$ cat config.mk
export PLATFORM = sky130hd
export DESIGN_NAME = rgb2yuv_arb
export DESIGN_NICKNAME = d
export VERILOG_FILES = /design/src/rtl/rgb2yuv_arb.sv
export SDC_FILE = /design/constraint.sdc
export NUM_CORES = 1
export LEC_CHECK = 0
export ABC_AREA = 0
export BUFFER_PORTS_ARGS = -buffer_cell sky130_fd_sc_hd__buf_2
export CAP_MARGIN = 30
export CORE_MARGIN = 2
export CORE_UTILIZATION = 63
export DETAILED_ROUTE_END_ITERATION = 7
export GPL_TIMING_DRIVEN = 0
export PLACE_DENSITY = 0.81
export SLEW_MARGIN = 20
export SYNTH_ARGS = -nofsm -noshare
export SYNTH_HDL_FRONTEND = slang
export SYNTH_SLANG_ARGS = --single-unit
$ cat constraint.sdc
create_clock -name CLK_I -period 6.4 [get_ports CLK_I]
set_clock_uncertainty 0.15 [all_clocks]
set_input_delay 1.6 -clock CLK_I [delete_from_list [all_inputs] [get_ports CLK_I]]
set_output_delay 1.6 -clock CLK_I [all_outputs]
set_load 0.01 [all_outputs]
$ cat src/rtl/rgb2yuv_arb.sv
// Two-channel RGB->YUV scheduler: round-robin arbitration over one shared,
// free-running converter, tag pipeline aligned with the converter latency,
// and per-channel FWFT output FIFOs protected by credit counters.

// Fixed-point RGB->YUV converter, C_DLY cycles from input to output, no stall.
module rgb2yuv #(
    parameter int C_BPC = 8,
    parameter int C_DLY = 2
) (
    input  logic             clk_in,
    input  logic             rst,
    input  logic [C_BPC-1:0] r,
    input  logic [C_BPC-1:0] g,
    input  logic [C_BPC-1:0] b,
    output logic [C_BPC-1:0] y,
    output logic [C_BPC-1:0] u,
    output logic [C_BPC-1:0] v
);
    localparam int SW = C_BPC + 8;

    logic [SW-1:0]      r_e, g_e, b_e;
    logic [SW-1:0]      y_sum, u_sum, v_sum;
    logic [3*C_BPC-1:0] stage_q [1:C_DLY];
    logic               unused_frac;

    assign r_e = SW'(r);
    assign g_e = SW'(g);
    assign b_e = SW'(b);

    // Weighted sums; the mid-scale bias keeps U and V non-negative, so
    // wrap-around arithmetic in SW bits yields the exact result.
    always_comb begin
        y_sum = SW'(77) * r_e + SW'(150) * g_e + SW'(29) * b_e;
        u_sum = (SW'(128) << C_BPC) - SW'(43) * r_e - SW'(85) * g_e + SW'(128) * b_e;
        v_sum = (SW'(128) << C_BPC) + SW'(128) * r_e - SW'(107) * g_e - SW'(21) * b_e;
    end

    // The fractional byte is dropped by the truncating divide.
    assign unused_frac = ^{y_sum[7:0], u_sum[7:0], v_sum[7:0]};

    // Stage 1 truncates the sums; later stages only delay to reach C_DLY.
    // NOTE: clocked state uses <= so every stage samples pre-edge values.
    always_ff @(posedge clk_in) begin
        if (rst) begin
            for (int i = 1; i <= C_DLY; i++) stage_q[i] <= '0;
        end else begin
            stage_q[1] <= {y_sum[SW-1:8], u_sum[SW-1:8], v_sum[SW-1:8]};
            for (int i = 2; i <= C_DLY; i++) stage_q[i] <= stage_q[i-1];
        end
    end

    assign {y, u, v} = stage_q[C_DLY];
endmodule

// First-word-fall-through FIFO with wrapping binary pointers.
module rgb2yuv_arb_fifo #(
    parameter int C_W     = 25,
    parameter int C_DEPTH = 8
) (
    input  logic           clk_in,
    input  logic           rst,
    input  logic           push,
    input  logic [C_W-1:0] wdata,
    input  logic           pop,
    output logic           valid,
    output logic [C_W-1:0] rdata
);
    localparam int AW = $clog2(C_DEPTH);

    logic [C_W-1:0] mem [C_DEPTH];
    logic [AW-1:0]  wr_ptr, rd_ptr;
    logic [AW:0]    count;
    logic           full;

    // Storage write.
    // NOTE: the array has no reset; the pointers define what is valid and
    // rdata is forced to zero while empty.
    always_ff @(posedge clk_in) begin
        if (push) mem[wr_ptr] <= wdata;
    end

    // Pointers and occupancy; simultaneous push and pop leave count unchanged.
    always_ff @(posedge clk_in) begin
        if (rst) begin
            wr_ptr <= '0;
            rd_ptr <= '0;
            count  <= '0;
        end else begin
            if (push) wr_ptr <= wr_ptr + 1'b1;
            if (pop)  rd_ptr <= rd_ptr + 1'b1;
            case ({push, pop})
                2'b10:   count <= count + 1'b1;
                2'b01:   count <= count - 1'b1;
                default: ;
            endcase
        end
    end

    assign valid = (count != '0);
    assign full  = (count == (AW+1)'(C_DEPTH));
    assign rdata = valid ? mem[rd_ptr] : '0;

    // Credits upstream make this unreachable; a hit means credit accounting broke.
    assert property (@(posedge clk_in) disable iff (rst) !(push && full))
        else $error("rgb2yuv_arb_fifo: push into full FIFO");
endmodule

// Top: arbitration, credits, issue register, tag pipeline, output FIFOs.
module rgb2yuv_arb #(
    parameter int C_BPC        = 8,
    parameter int C_DLY        = 2,
    parameter int C_FIFO_DEPTH = 8
) (
    input  logic             CLK_I,
    input  logic             RST_I,
    input  logic             S0_VALID_I,
    output logic             S0_READY_O,
    input  logic [C_BPC-1:0] S0_R_I,
    input  logic [C_BPC-1:0] S0_G_I,
    input  logic [C_BPC-1:0] S0_B_I,
    input  logic             S0_LAST_I,
    input  logic             S1_VALID_I,
    output logic             S1_READY_O,
    input  logic [C_BPC-1:0] S1_R_I,
    input  logic [C_BPC-1:0] S1_G_I,
    input  logic [C_BPC-1:0] S1_B_I,
    input  logic             S1_LAST_I,
    output logic             M0_VALID_O,
    input  logic             M0_READY_I,
    output logic [C_BPC-1:0] M0_Y_O,
    output logic [C_BPC-1:0] M0_U_O,
    output logic [C_BPC-1:0] M0_V_O,
    output logic             M0_LAST_O,
    output logic             M1_VALID_O,
    input  logic             M1_READY_I,
    output logic [C_BPC-1:0] M1_Y_O,
    output logic [C_BPC-1:0] M1_U_O,
    output logic [C_BPC-1:0] M1_V_O,
    output logic             M1_LAST_O
);
    localparam int CW = $clog2(C_FIFO_DEPTH) + 1;
    localparam int DW = 3 * C_BPC + 1;

    typedef struct packed {
        logic v;
        logic ch;
        logic last;
    } tag_t;

    logic [1:0]       elig, gnt, m_ready, m_valid, pop, push;
    logic [CW-1:0]    cnt [2];
    logic             rr;
    logic [C_BPC-1:0] r_q, g_q, b_q, conv_y, conv_u, conv_v;
    tag_t             tag_q [0:C_DLY];
    tag_t             tag_out;
    logic [DW-1:0]    rdata [2];

    // A channel may be granted only if its FIFO has a free credit.
    assign elig[0] = !RST_I && S0_VALID_I && (cnt[0] < CW'(C_FIFO_DEPTH));
    assign elig[1] = !RST_I && S1_VALID_I && (cnt[1] < CW'(C_FIFO_DEPTH));

    // Single grant per cycle; rr breaks ties only.
    // NOTE: gnt gets its default first so no path leaves it unassigned (no latch).
    always_comb begin
        gnt = elig;
        if (&elig) gnt = rr ? 2'b10 : 2'b01;
    end

    assign S0_READY_O = gnt[0];
    assign S1_READY_O = gnt[1];
    assign m_ready    = {M1_READY_I, M0_READY_I};
    assign pop        = m_valid & m_ready;

    // Credit counters (granted but not yet popped) and the tie-break pointer.
    always_ff @(posedge CLK_I) begin
        if (RST_I) begin
            cnt[0] <= '0;
            cnt[1] <= '0;
            rr     <= 1'b0;
        end else begin
            for (int n = 0; n < 2; n++) begin
                case ({gnt[n], pop[n]})
                    2'b10:   cnt[n] <= cnt[n] + 1'b1;
                    2'b01:   cnt[n] <= cnt[n] - 1'b1;
                    default: ;
                endcase
            end
            if (&elig) rr <= ~rr;
        end
    end

    // Issue register holds RGB when idle; the tag pipeline qualifies each slot.
    always_ff @(posedge CLK_I) begin
        if (RST_I) begin
            r_q <= '0;
            g_q <= '0;
            b_q <= '0;
            for (int i = 0; i <= C_DLY; i++) tag_q[i] <= '0;
        end else begin
            tag_q[0] <= '{v: |gnt, ch: gnt[1], last: (gnt[1] ? S1_LAST_I : S0_LAST_I)};
            for (int i = 1; i <= C_DLY; i++) tag_q[i] <= tag_q[i-1];
            if (|gnt) begin
                r_q <= gnt[1] ? S1_R_I : S0_R_I;
                g_q <= gnt[1] ? S1_G_I : S0_G_I;
                b_q <= gnt[1] ? S1_B_I : S0_B_I;
            end
        end
    end

    rgb2yuv #(.C_BPC(C_BPC), .C_DLY(C_DLY)) u_conv (
        .clk_in (CLK_I),
        .rst    (RST_I),
        .r      (r_q),
        .g      (g_q),
        .b      (b_q),
        .y      (conv_y),
        .u      (conv_u),
        .v      (conv_v)
    );

    assign tag_out = tag_q[C_DLY];
    assign push[0] = tag_out.v && !tag_out.ch;
    assign push[1] = tag_out.v && tag_out.ch;

    for (genvar n = 0; n < 2; n++) begin : g_fifo
        rgb2yuv_arb_fifo #(.C_W(DW), .C_DEPTH(C_FIFO_DEPTH)) u_fifo (
            .clk_in (CLK_I),
            .rst    (RST_I),
            .push   (push[n]),
            .wdata  ({conv_y, conv_u, conv_v, tag_out.last}),
            .pop    (pop[n]),
            .valid  (m_valid[n]),
            .rdata  (rdata[n])
        );
    end

    assign M0_VALID_O = m_valid[0];
    assign M1_VALID_O = m_valid[1];
    assign {M0_Y_O, M0_U_O, M0_V_O, M0_LAST_O} = rdata[0];
    assign {M1_Y_O, M1_U_O, M1_V_O, M1_LAST_O} = rdata[1];
endmodule

* Word level (Yosys, flattened, before mapping)
Memory sizes are Yosys's and may differ from the RTL's. A register that Yosys moved wholly into a read port is not among the register bits.
Index checks and enable logic that the tools add are counted.
** Word-level totals
- Register bits after elaboration :: 45
- Bits in latches :: 0
- Memory bits (writable) :: 465
- Bits in read-only memories :: 0
- Input port bits :: 56
- Output and inout bits :: 54
- Logic and storage cells :: 119
- Memories kept :: 5
** Memories
- g_fifo[0].u_fifo.mem :: depth 8, width 25, read ports 1, clocked after Yosys merged registers in 1, write ports 1, line 70 : logic [C_W-1:0] mem [C_DEPTH];
- g_fifo[1].u_fifo.mem :: depth 8, width 25, read ports 1, clocked after Yosys merged registers in 1, write ports 1, line 70
- u_conv.stage_q :: depth 2, width 24, read ports 2, clocked after Yosys merged registers in 0, write ports 2, line 23 : logic [3*C_BPC-1:0] stage_q [1:C_DLY];
- tag_q :: depth 3, width 3, read ports 3, clocked after Yosys merged registers in 0, write ports 3, line 154 : tag_t tag_q [0:C_DLY];
- cnt :: depth 2, width 4, read ports 2, clocked after Yosys merged registers in 0, write ports 2, line 151 : logic [CW-1:0] cnt [2];
** Cells by class
- $add $sub $neg :: 20
- Multiply operators :: 7
- Div/mod/pow operators :: 0
- Magnitude comparators :: 2
- Equality and inequality tests :: 8
- Shift-type cells :: 0
- Mux-type cells :: 42
- Bitwise logic cells :: 11
- Reduce and logical (&&, ||, !) cells :: 14
** Operators with widths (number)
- 7-bit by 8-bit multiplier with 15-bit output (first input constant) :: 4
- 25-bit 2-to-1 mux :: 2
- 24-bit 2-to-1 mux :: 2
- 16-bit subtractor :: 3
- 16-bit adder :: 2
- 5-bit by 8-bit multiplier with 13-bit output (first input constant) :: 2
- 8-bit 2-to-1 mux :: 3
- 3-bit 2-to-1 mux :: 7
- 1-bit 2-to-1 mux :: 20
- 16-bit by 15-bit adder with 16-bit output :: 1
- 16-bit by 15-bit adder with 16-bit output (first input constant) :: 1
- 4-bit by 1-bit adder with 4-bit output (second input constant) :: 4
- 4-bit 2-to-1 mux :: 4
- 4-bit case mux with 2 select lines :: 2
- 16-bit subtractor (first input constant) :: 1
- 4-bit by 1-bit subtractor with 4-bit output (second input constant) :: 4
- 6-bit by 8-bit multiplier with 14-bit output (first input constant) :: 1
- 3-bit by 1-bit adder with 3-bit output (second input constant) :: 4
- 1-bit bitwise OR :: 9
- 2-bit by 1-bit == test with 1-bit output (second input constant) :: 4
- 2-bit == test (second input constant) :: 4
- 4-bit less-than comparator (second input constant) :: 2
- 4-bit nonzero test :: 2
- 1-bit logical AND :: 6
- 7 further kinds :: 10

* Longest topological paths before layout
Gate-level depths: netlist of the first run.
- Depth after elaboration :: 11
- Mapped depth :: 22
- Gate-level depth less buffers :: 22

* Cells and area by module
A second synthesis of the first run with hierarchy kept.
** Second synthesis, totals
- Cells, all modules :: 1955
- Area, all modules :: 27830.4 sq um
** By module, submodules not included
- rgb2yuv_arb_fifo :: times used 2, cells each 388, area each 8260.4 sq um, sequential area each 6266.0 sq um
- rgb2yuv :: times used 1, cells each 982, area each 9296.4 sq um, sequential area each 960.9 sq um
- rgb2yuv_arb :: times used 1, cells each 197, area each 2013.2 sq um, sequential area each 920.9 sq um

* Least setup slack after synthesis of the first run
Ideal clock, no wire load.
- Path kind :: register to register
- From :: register g_q[6]
- To :: memory u_conv.stage_q[1][7] (netlist name)
- Library setup time :: 0.123 ns
- Arrival :: 5.470 ns
- Data required time :: 6.127 ns
- Slack :: 0.657 ns
- Stages on the path, launching flop included :: 21
- Path buffers :: 0
- Clock period less this slack :: 5.743 ns
- Cell sequence :: dfxtp_1 -> ha_1 -> fa_1 -> fa_1 -> inv_1 -> fa_1 -> inv_1 -> ha_1 -> nor3_1 -> nor2_1 -> a31o_2 -> a21oi_1 -> xor2_1 -> fa_1 -> ha_1 -> or2_2 -> nor3_1 -> o211ai_1 -> a31oi_1 -> o21ba_2 -> mux2_1
** RTL lines
- start: declaration :: line 153 : logic [C_BPC-1:0] r_q, g_q, b_q, conv_y, conv_u, conv_v;
- start signal: assignment :: line 204 : g_q <= gnt[1] ? S1_G_I : S0_G_I;
- end: declaration :: line 23

==> results of run 1 <==
-- synth_stat cells, types with 3 or more instances --
cell type and count:
ha_1 273, a21oi_1 107, nand2_1 67, a31oi_1 4, xor2_1 43, clkbuf_1 31
buf_1 11, inv_1 225, nor3_1 27, edfxtp_1 408, o21bai_1 4, o21ai_0 32
nor4b_1 4, xnor2_1 51, nand3_1 12, a211o_1 5, or4_1 7, buf_2 13
nand2b_1 12, or3_1 7, nor3b_1 3, a2111oi_0 3, mux2i_1 74, nor2_1 141
o21a_1 6, and3_1 12, or2_2 5, mux4_2 100, nor4_1 3, fa_1 85
a221oi_1 4, a211oi_1 10, a21boi_0 3, a31o_2 5, nand4_1 6, a21o_1 30
o211ai_1 9, dfxtp_1 108, nor2b_1 43
-- flip-flops by register name (all words and copies together) (netlist names), named ones only --
name,count
g_fifo.u_fifo.count,8
b_q,8
r_q,8
g_q,8
g_fifo.u_fifo.rd_ptr,6
g_fifo.u_fifo.wr_ptr,6
tag_q,9
u_conv.stage_q,48
g_fifo.u_fifo.mem,400
rr,1
cnt,8
-- metal layers --
| layer | share of wire [%] | GRT usage (%) | wire (µm) |
|---|---|---|---|
| met1 | 40 | 38.83 | 26560 |
| met2 | 49 | 50.28 | 33040 |
| met3 | 6.5 | 4.071 | 4352 |
| met4 | 4.6 | 12.84 | 3051 |
| met5 | 0.019 | 0 | 13 |
-- metrics by stage --
stage / area, µm² / utilization (%) / worst slack [ns] / hold slack [ns] / setup TNS [ns]
floorplan: 27790 / - / 0.6571 / 0.2638 / 0
CTS: 31210 / 72.13 / 0.02044 / 0.2872 / 0
finish: 31230 / 72.17 / 0.1693 / 0.2815 / 0
global route: 31230 / 72.17 / 0.02541 / 0.3002 / 0
detailed placement: 29580 / 68.38 / -0.01055 / 0.2733 / -0.01055
global placement: 29060 / 67.16 / 0.01322 / 0.2684 / 0
-- cells by family after synthesis --
logic type	after synthesis	share of synthesized area, %
flip-flops	516	51.88
adder cells (fa/ha/maj)	358	18.42
AND/OR/NAND/NOR	356	6.138
buffers and inverters	282	3.868
AO/OA/AOI/OAI	248	5.741
multiplexers	176	10.85
XOR/XNOR	96	3.107
-- timing repair --
action / 4_1_cts / 5_1_grt
endpoints found under the hold margin: 0 / 0
pin swaps: 0 / 0
resized for setup: 1 / 10
endpoints found under the setup margin: 1 / 4
-- worst min-delay path by stage --
stage / start / end / slack (ns) / depth (start not counted)
finish: u_conv.stage_q[1][22] / u_conv.stage_q[2][22] / 0.28 / 1
global route: u_conv.stage_q[1][21] / u_conv.stage_q[2][21] / 0.30 / 1
CTS: u_conv.stage_q[1][19] / u_conv.stage_q[2][19] / 0.29 / 1
detailed placement: tag_q[0][4] / tag_q[0][7] / 0.27 / 1
global placement: u_conv.stage_q[1][23] / u_conv.stage_q[2][23] / 0.27 / 1
floorplan: tag_q[0][0] / tag_q[0][3] / 0.26 / 1
-- layout make-up --
cell class / count / area (µm²)
plain buffers: 55 / 222.7
clock buffers: 68 / 1348
clock inverters: 21 / 276.5
fillers: 2700 / 12040
inverters: 227 / 852.1
multi-input cells: 1234 / 12420
flip-flops and latches: 516 / 14430
well taps: 585 / 732.0
repair buffers: 135 / 948.4
-- worst max-delay path, delay by kind of cell, from the launching register on --
family	cells	cell delay, ns
adder cells (fa/ha/maj)	7	2.58
buffers and inverters	3	0.18
AND/OR/NAND/NOR	3	0.47
AO/OA/AOI/OAI	6	1.28
flip-flops	1	0.68
XOR/XNOR	2	0.80
==> metrics.md, run 1 <==
| Metric | Value |
|---|---|
| Clock tree from TritonCTS | done |
| Crit path max-delay cell type | dfxtp_1 |
| Post-synthesis cell type with the largest combined area | edfxtp_1 |
| Number of endpoints failing setup at the final stage | 0 |
| Most frequent standard cell in the layout excluding fill and tap cells | edfxtp_1 |
| Post-synthesis sequential element count | about 520 |
| Area of the die | ~46000 µm² |
| Top cell type's share of synthesized area | 44.09% |
| Setup repair after global routing missed its margin | no |
| Cell Area, Synth | 27790 µm² |
| Sort of element at the end of the critical path | register |
| Initial cell density of the core | between 60% and 70% |
| CTS Buf Count | 49 |
| Top library cells by usage in the layout, fill and taps aside | edfxtp_1, ha_1, inv_1, nor2_1, buf_2 |
| Share of post-route cells with drive strength above 1 | between 10% and 20% |
| Antenna violations before repair | 1 |
| Sinks on the clock net | around 520 |
| Post-route ant nets | 0 |
| MaxCap Viol Count | 0 |
| Number of buffers added for setup after CTS | 0 |
| Post-synthesis area per instance | between 10 and 15 µm² |
| Post-route DRC | 0 |
| Floorplan Core Area | around 43000 µm² |
| Net count reported at finish | roughly 2600 |
| Detailed-route vias per instance | ~6.1 |
| Clock input transition at the sequential cells of the worst setup and hold paths | about 0.060 ns |
| CP dominant cell by count | ha_1 |
| Endpoint required time on the critical path | 6.77 ns |
| Final-report max-slew violation count | 0 |
| Most area-consuming cells after synthesis | edfxtp_1, ha_1, mux4_2 |
| Cells along the critical path | ha_1, ha_1, inv_1, fa_1, fa_1, inv_1, ha_1, and2_1, a311o_1, a21oi_1, o211ai_1, xnor2_1, fa_1, inv_1, ha_1, a21oi_1, o21ai_0, nand2b_1, o21ba_1, xor3_1, nor2_1 |
| Kind of critical path | register to register |
| Die height | 214.0 µm |
| Class of the tightest hold or removal check | register to register |
| Clock root buffer | clkbuf_16 |
| Initial DRT Pass Iterations | 5 |
| # hold bufs at CTS | 0 |
| Half-perimeter wire length after detailed placement | around 46000 µm |
| Reg2reg path depth | 21 |
| Stage delay of the slowest cell on the critical path | between 0.6 and 0.7 ns |
| Slew Limit Headroom | between 30% and 40% |
| Number of flops mapped to enable cells by yosys | 408 |
| Largest fanout of any net on the critical path | 8 |
| Capturing element of the worst setup path | u_conv.stage_q[1][23] |
| Wire length per cell | around 24 µm |
| Count of yosys warnings during synthesis | 0 |
| Run status | finished, final reports clean |
| Worst reg2reg path startpoint | r_q[3] |
| Seq/Total Area, Yosys | 51.88% |
| Layout overhead on the synthesized area | 12.39% |
| Fmax | approximately 160 MHz |
| Critical R2R Capture | u_conv.stage_q[1][23] |
| Data arrival time of the critical path | 6.60 ns |
| Number of levels in the clock H-tree | 2 |
| Drt initial violations | about 1600 |
| Fraction of registers with async set or reset after synthesis | 0% |
| Maximum number of pins on one net before global-route repair | 21 |
| Number of global-route vias before repair | roughly 18000 |
| Die Width | about 210 µm |
| Setup slack, reg-to-reg | 0.17 ns |
| Total routing resource utilization after global routing | 29.72% |
| Vias after detailed routing | ~17000 |
| Top_reg_cell synth | edfxtp_1 |
| Crit path launch | r_q[3] |
| Synthesized net count | between 2000 and 2500 |
| Hold Violations, Final | 0 |
| Buffers on Ports | around 110 |
| Unique masters post-synth | around 70 |
| I/O pins | 110 |
| Clock network latency to the later pin of the worst-skew pair | ~0.60 ns |
| Site Rows | 76 |
| DRT Wirelength | 67020 µm |
| Global-route wire length before repair | a little over 100000 µm |
| Inst Count DP | 2752 |
| Final cell count without fillers | around 2800 |
| Diode insertion count for antenna repair | 0 |
| Least-Margin Pin Slew | roughly 0.93 ns |
| Last weighted congestion value of the routability-driven placer | ~0.93 |
| Grt total ovfl | 0 |
| Fin crit share | a little over nine tenths |
| Cells after synthesis | just over 2000 |
| Post-route minimum period | 6.231 ns |
| Max Root-Sink Buffers | 3 |
| Launching element type of the critical path | register |
Power of run 1 is left out: the tool's default activity adds up to more than one toggle a clock period on the data nets, which glitch-free logic cannot reach.
==> run 2: changes to the inputs <==
Settings changed: CORE_UTILIZATION 63 to 67, PLACE_DENSITY 0.81 to 0.85.
Clock period 6.4 ns to 7.6 ns, I/O delays scaled along.
==> run 2 against run 1 <==
- setup slack improved by 0.94 ns
- die area is 5.9% lower
- global-route usage grew 3.1 points
- sequential cell count is the same
- hold slack better by 0.0024 ns
- clock-buffer cell count fell by 4
- wire length is 3.9% higher
- critical endpoint is now u_conv.stage_q[1][7]
==> metrics.md, run 2 (same netlist as run 1, synthesis figures left out) <==
| Metric | Value |
|---|---|
| Drt initial violations | about 1800 |
| Buffers on Ports | between 100 and 150 |
| Initial cell density of the core | 67.89% |
| Stage delay of the slowest cell on the critical path | 0.73 ns |
| Antenna violations before repair | 2 |
| Total routing resource utilization after global routing | ~33% |
| Sinks on the clock net | ~520 |
| CP dominant cell by count | fa_1 |
| Sort of element at the end of the critical path | register |
| Hold Violations, Final | 0 |
| Launching element type of the critical path | register |
| Number of endpoints failing setup at the final stage | 0 |
| Registers with the highest flip-flop counts | g_fifo.u_fifo.mem: 400 flops, u_conv.stage_q: 48 flops, tag_q: 9 flops |
| Largest fanout of any net on the critical path | 10 |
| Die Width | roughly 210 µm |
| Number of buffers added for setup after CTS | 0 |
| Number of global-route vias before repair | around 18000 |
| Clock input transition at the sequential cells of the worst setup and hold paths | roughly 0.060 ns |
| Clock root buffer | clkbuf_16 |
| Top library cells by usage in the layout, fill and taps aside | edfxtp_1, ha_1, inv_1, nor2_1, buf_2 |
| Clock network latency to the later pin of the worst-skew pair | 0.60 ns |
| Fmax | 154.2 MHz |
| Initial DRT Pass Iterations | 6 |
| Slew Limit Headroom | a little over a quarter |
| PnR worst setup slack | between 1 and 1.5 ns |
| Maximum number of pins on one net before global-route repair | 22 |
| Max Root-Sink Buffers | 3 |
| Cells along the critical path | ha_1, fa_1, fa_1, inv_1, fa_1, inv_1, ha_1, nor3_1, nor2_1, a31o_2, a21oi_1, xor2_1, fa_1, ha_1, or2_2, nor3_1, o211ai_1, a31oi_1, o21ba_2, mux2_1 |
| Largest register by flop count | g_fifo.u_fifo.mem |
| Clock tree from TritonCTS | done |
| Floorplan Core Area | 40920 µm² |
| Detailed-route vias per instance | approximately 6.3 |
| Post-route ant nets | 0 |
| Grt total ovfl | 0 |
| Post-Route Setup TNS | 0 ns |
| Global-route wire length before repair | 106100 µm |
| Site Rows | 74 |
| Most frequent standard cell in the layout excluding fill and tap cells | edfxtp_1 |
| Vias after detailed routing | 17626 |
| Crit path max-delay cell type | dfxtp_1 |
| Kind of critical path | register to register |
| Placement-stage worst setup slack | approximately 1.2 ns |
| Least-Margin Pin Slew | approximately 1.1 ns |
| Last weighted congestion value of the routability-driven placer | between 0.9 and 1 |
| Layout overhead on the synthesized area | 11.93% |
| Number of levels in the clock H-tree | 2 |
| FILL cells | about 2400 |
| CTS Buf Count | 49 |
| I/O pins | 110 |
| Fin crit share | between 80% and 90% |
| Setup repair after global routing missed its margin | no |
| Post-route minimum period | approximately 6.5 ns |
| Endpoint required time on the critical path | roughly 8 ns |
| DRT Wirelength | roughly 70000 µm |
| Final-report max-slew violation count | 0 |
| Net count reported at finish | approximately 2600 |
| Post-route DRC | 0 |
| Wire length per cell | roughly 25 µm |
| Fin Hold WS | 0.2839 ns |
| Share of post-route cells with drive strength above 1 | 15.90% |
| Run status | finished, final reports clean |
| Bufs and invs on worst path | 2 |
| Critical path's top delay family | adder cells |
| Post-cts resize count | 0 |
| Half-perimeter wire length after detailed placement | roughly 47000 µm |
| Area of the die | about 43000 µm² |
| Data arrival time of the critical path | 6.80 ns |
| # hold bufs at CTS | 0 |
| MaxCap Viol Count | 0 |
| Die height | between 200 and 250 µm |
| Max reg flops | 400 |
| Class of the tightest hold or removal check | register to register |
==> run 2: cell types whose count changed in the layout (fill, tap and decap cells not counted), sizes merged <==
| cell | change |
|---|---|
| bufinv | -3 |
| clkbuf | -4 |
| clkinv | +10 |
| clkinvlp | -2 |
| diode | +1 |
| inv | +1 |
==> run 2: worst reg2reg max path, stage by stage (launching register included) <==
cell and delay, ns:
dfxtp_1 0.73, ha_1 0.41, fa_1 0.48, fa_1 0.56, inv_1 0.06, fa_1 0.50, inv_1 0.04, ha_1 0.36
nor3_1 0.20, nor2_1 0.07, a31o_2 0.24, a21oi_1 0.18, xor2_1 0.24, fa_1 0.46, ha_1 0.24, or2_2 0.31
nor3_1 0.13, o211ai_1 0.16, a31oi_1 0.30, o21ba_2 0.17, mux2_1 0.35
==> run 2: path summary, 6_finish.rpt <==
check | start | endpoint | slack (ns) | cells past startpoint
setup / recovery | g_q[6] | u_conv.stage_q[1][7] | 1.11 | 20
hold / removal | u_conv.stage_q[1][22] | u_conv.stage_q[2][22] | 0.28 | 1
setup reg to reg | g_q[6] | u_conv.stage_q[1][7] | 1.11 | 20
hold reg to reg | u_conv.stage_q[1][22] | u_conv.stage_q[2][22] | 0.28 | 1
==> run 2: final cells by class <==
class	instances	area [µm²]	share of cell area [%]
repair buffers	135	964.7	3.102
plain buffers	55	222.7	0.7161
multi-input cells	1234	12420	39.92
clock inverters	27	241.5	0.7764
diodes	1	2.502	0.008046
clock buffers	64	1323	4.252
well taps	532	665.6	2.140
inverters	227	852.1	2.740
flip-flops and latches	516	14410	46.34
==> run 2: per-stage QoR <==
| step | util (%) | area, µm² | cells |
|---|---|---|---|
| floorplan | - | 27790 | 2032 |
| global placement | 70.84 | 28990 | 2672 |
| detailed placement | 72.17 | 29530 | 2699 |
| CTS | 75.99 | 31100 | 2790 |
| global route | 75.99 | 31100 | 2790 |
| finish | 76.00 | 31100 | 2791 |
==> run 2: layer usage <==
layer  vias up  part of all wire [%]  wire length (µm)  global-route usage [%]
li1       7797                     -                 -                       -
met1      8595                    37             25770                   41.55
met2       987                    49             34030                   55.02
met3       245                   8.2              5719                   5.340
met4         2                   5.9              4088                   17.02
met5         -                 0.019                13                       0
Power of run 2 is left out for the same reason.
==> run 3: changes to the inputs <==
Settings changed: BUFFER_PORTS_ARGS -buffer_cell sky130_fd_sc_hd__buf_2 to -buffer_cell sky130_fd_sc_hd__clkbuf_2.
==> run 3 against run 2 <==
- hold slack better by 0.0016 ns
- core utilization is essentially flat
- first-iteration DRC count is 17% lower
- sequential share of layout area barely moved
- cell count hardly changed
- setup slack improved by 0.095 ns
- wire length down 1.7%
- largest cell class unchanged
==> metrics.md, run 3 (same netlist as run 1, synthesis figures left out) <==
| Metric | Value |
|---|---|
| Clock root buffer | clkbuf_16 |
| Clock network latency to the later pin of the worst-skew pair | around 0.60 ns |
| Data arrival time of the critical path | approximately 6.7 ns |
| Post-route minimum period | between 6 and 7 ns |
| Setup repair after global routing missed its margin | no |
| Post-cts resize count | 0 |
| Class of the tightest hold or removal check | register to register |
| Sinks on the clock net | roughly 520 |
| Die height | 207.6 µm |
| Drt initial violations | 1479 |
| Least-Margin Pin Slew | slightly above 1 ns |
| Cells along the critical path | ha_1, fa_1, fa_1, inv_1, fa_1, inv_1, ha_1, nor3_1, nor2_1, a31o_2, a21oi_1, xor2_1, fa_1, ha_1, or2_2, nor3_1, o211ai_1, a31oi_1, o21ba_2, mux2_1 |
| I/O pins | 110 |
| Vias after detailed routing | approximately 17000 |
| FILL cells | roughly 2400 |
| Bufs and invs on worst path | 2 |
| Kind of critical path | register to register |
| Area of the die | 43120 µm² |
| Wire length per cell | between 20 and 25 µm |
| Stage delay of the slowest cell on the critical path | 0.69 ns |
| Clock input transition at the sequential cells of the worst setup and hold paths | roughly 0.060 ns |
| Max reg flops | 400 |
| Buffers on Ports | 108 |
| Global-route wire length before repair | about 100000 µm |
| Maximum number of pins on one net before global-route repair | 22 |
| Die Width | around 210 µm |
| Last weighted congestion value of the routability-driven placer | 0.9378 |
| Number of buffers added for setup after CTS | 0 |
| Clock tree from TritonCTS | done |
| # hold bufs at CTS | 0 |
| Fin crit share | 84.10% |
| Registers with the highest flip-flop counts | g_fifo.u_fifo.mem: 400 flops, u_conv.stage_q: 48 flops, tag_q: 9 flops |
| CTS Buf Count | slightly below 50 |
| Initial cell density of the core | about two thirds |
| Net count reported at finish | 2632 |
| Hold Violations, Final | 0 |
| Most frequent standard cell in the layout excluding fill and tap cells | edfxtp_1 |
| Site Rows | 74 |
| Largest register by flop count | g_fifo.u_fifo.mem |
| Initial DRT Pass Iterations | 7 |
| Largest fanout of any net on the critical path | 10 |
| Max Root-Sink Buffers | 3 |
| Slew Limit Headroom | between 30% and 40% |
| Core occupancy in the finished layout | around three quarters |
| MaxCap Viol Count | 0 |
| Grt total ovfl | 0 |
| Placed instance area | a little under 30000 µm² |
| Number of endpoints failing setup at the final stage | 0 |
| Fmax | between 150 and 200 MHz |
| Post-route DRC | 0 |
| Final-report max-slew violation count | 0 |
| Diode insertion count for antenna repair | 0 |
| PnR worst setup slack | 1.209 ns |
| Half-perimeter wire length after detailed placement | around 47000 µm |
| Number of levels in the clock H-tree | 2 |
| DRT Wirelength | 68450 µm |
| Placement-stage worst setup slack | approximately 1.3 ns |
| Run status | finished, final reports clean |
| Launching element type of the critical path | register |
| Detailed-route vias per instance | 6.247 |
| Crit path max-delay cell type | dfxtp_1 |
| Post-Route Setup TNS | 0 ns |
| Top library cells by usage in the layout, fill and taps aside | edfxtp_1, ha_1, inv_1, nor2_1 |
| Endpoint required time on the critical path | between 7 and 8 ns |
| CP dominant cell by count | fa_1 |
| Sort of element at the end of the critical path | register |
| Post-route ant nets | 0 |
| Number of global-route vias before repair | ~18000 |
| Final Instance Area | 31090 µm² |
| Share of post-route cells with drive strength above 1 | between 10% and 20% |
| Layout overhead on the synthesized area | 11.90% |
| Antenna violations before repair | 1 |
| Total routing resource utilization after global routing | around 32% |
| Floorplan Core Area | 40920 µm² |
| Critical path's top delay family | adder cells |
[run 3: worst paths after layout]
| path | slack (ns) | start | to | cells past startpoint |
|---|---|---|---|---|
| worst min-delay path | 0.29 | u_conv.stage_q[1][0] | u_conv.stage_q[2][0] | 1 |
| worst max register to register | 1.21 | g_q[6] | u_conv.stage_q[1][7] | 20 |
| worst min register to register | 0.29 | u_conv.stage_q[1][0] | u_conv.stage_q[2][0] | 1 |
| worst max-delay path | 1.21 | g_q[6] | u_conv.stage_q[1][7] | 20 |
[run 3: per-layer routing]
layer	routed length [µm]	up-vias	GRT usage, %
met1	25480	8552	40.08
met4	3167	2	14.04
met5	13	-	0
met2	34300	901	55.30
met3	5490	185	5.885
li1	-	7790	-
[run 3: worst reg2reg max path: cells and delay by family, from the launching register on]
kind / cells / cell delay [ns]
DFF: 1 / 0.69
buffers and inverters: 2 / 0.10
AOI/OAI and AO/OA: 5 / 1.04
adders and majority gates: 7 / 2.98
muxes: 1 / 0.35
xor gates and xnor gates: 1 / 0.23
and+or+nand+nor: 4 / 0.72
[run 3: through the flow]
step           hold WS (ns)  std cells
4_1_cts              0.2894       2790
3_5_place_dp         0.2766       2699
5_1_grt              0.3092       2790
3_3_place_gp         0.2681       2672
6_report             0.2855       2790
2_1_floorplan        0.2638       2032
[run 3: area by class of cell]
class                      count  area [µm²]  area share (%)
inverter                     227       852.1           2.741
timing repair buffer         135       945.9           3.042
sequential                   516       14410           46.36
multi-input combinational   1234       12420           39.93
buffer                        55       222.7          0.7163
clock buffer                  69        1401           4.507
clock inverter                22       173.9          0.5594
tap                          532       665.6           2.141
Power of run 3 is left out for the same reason.
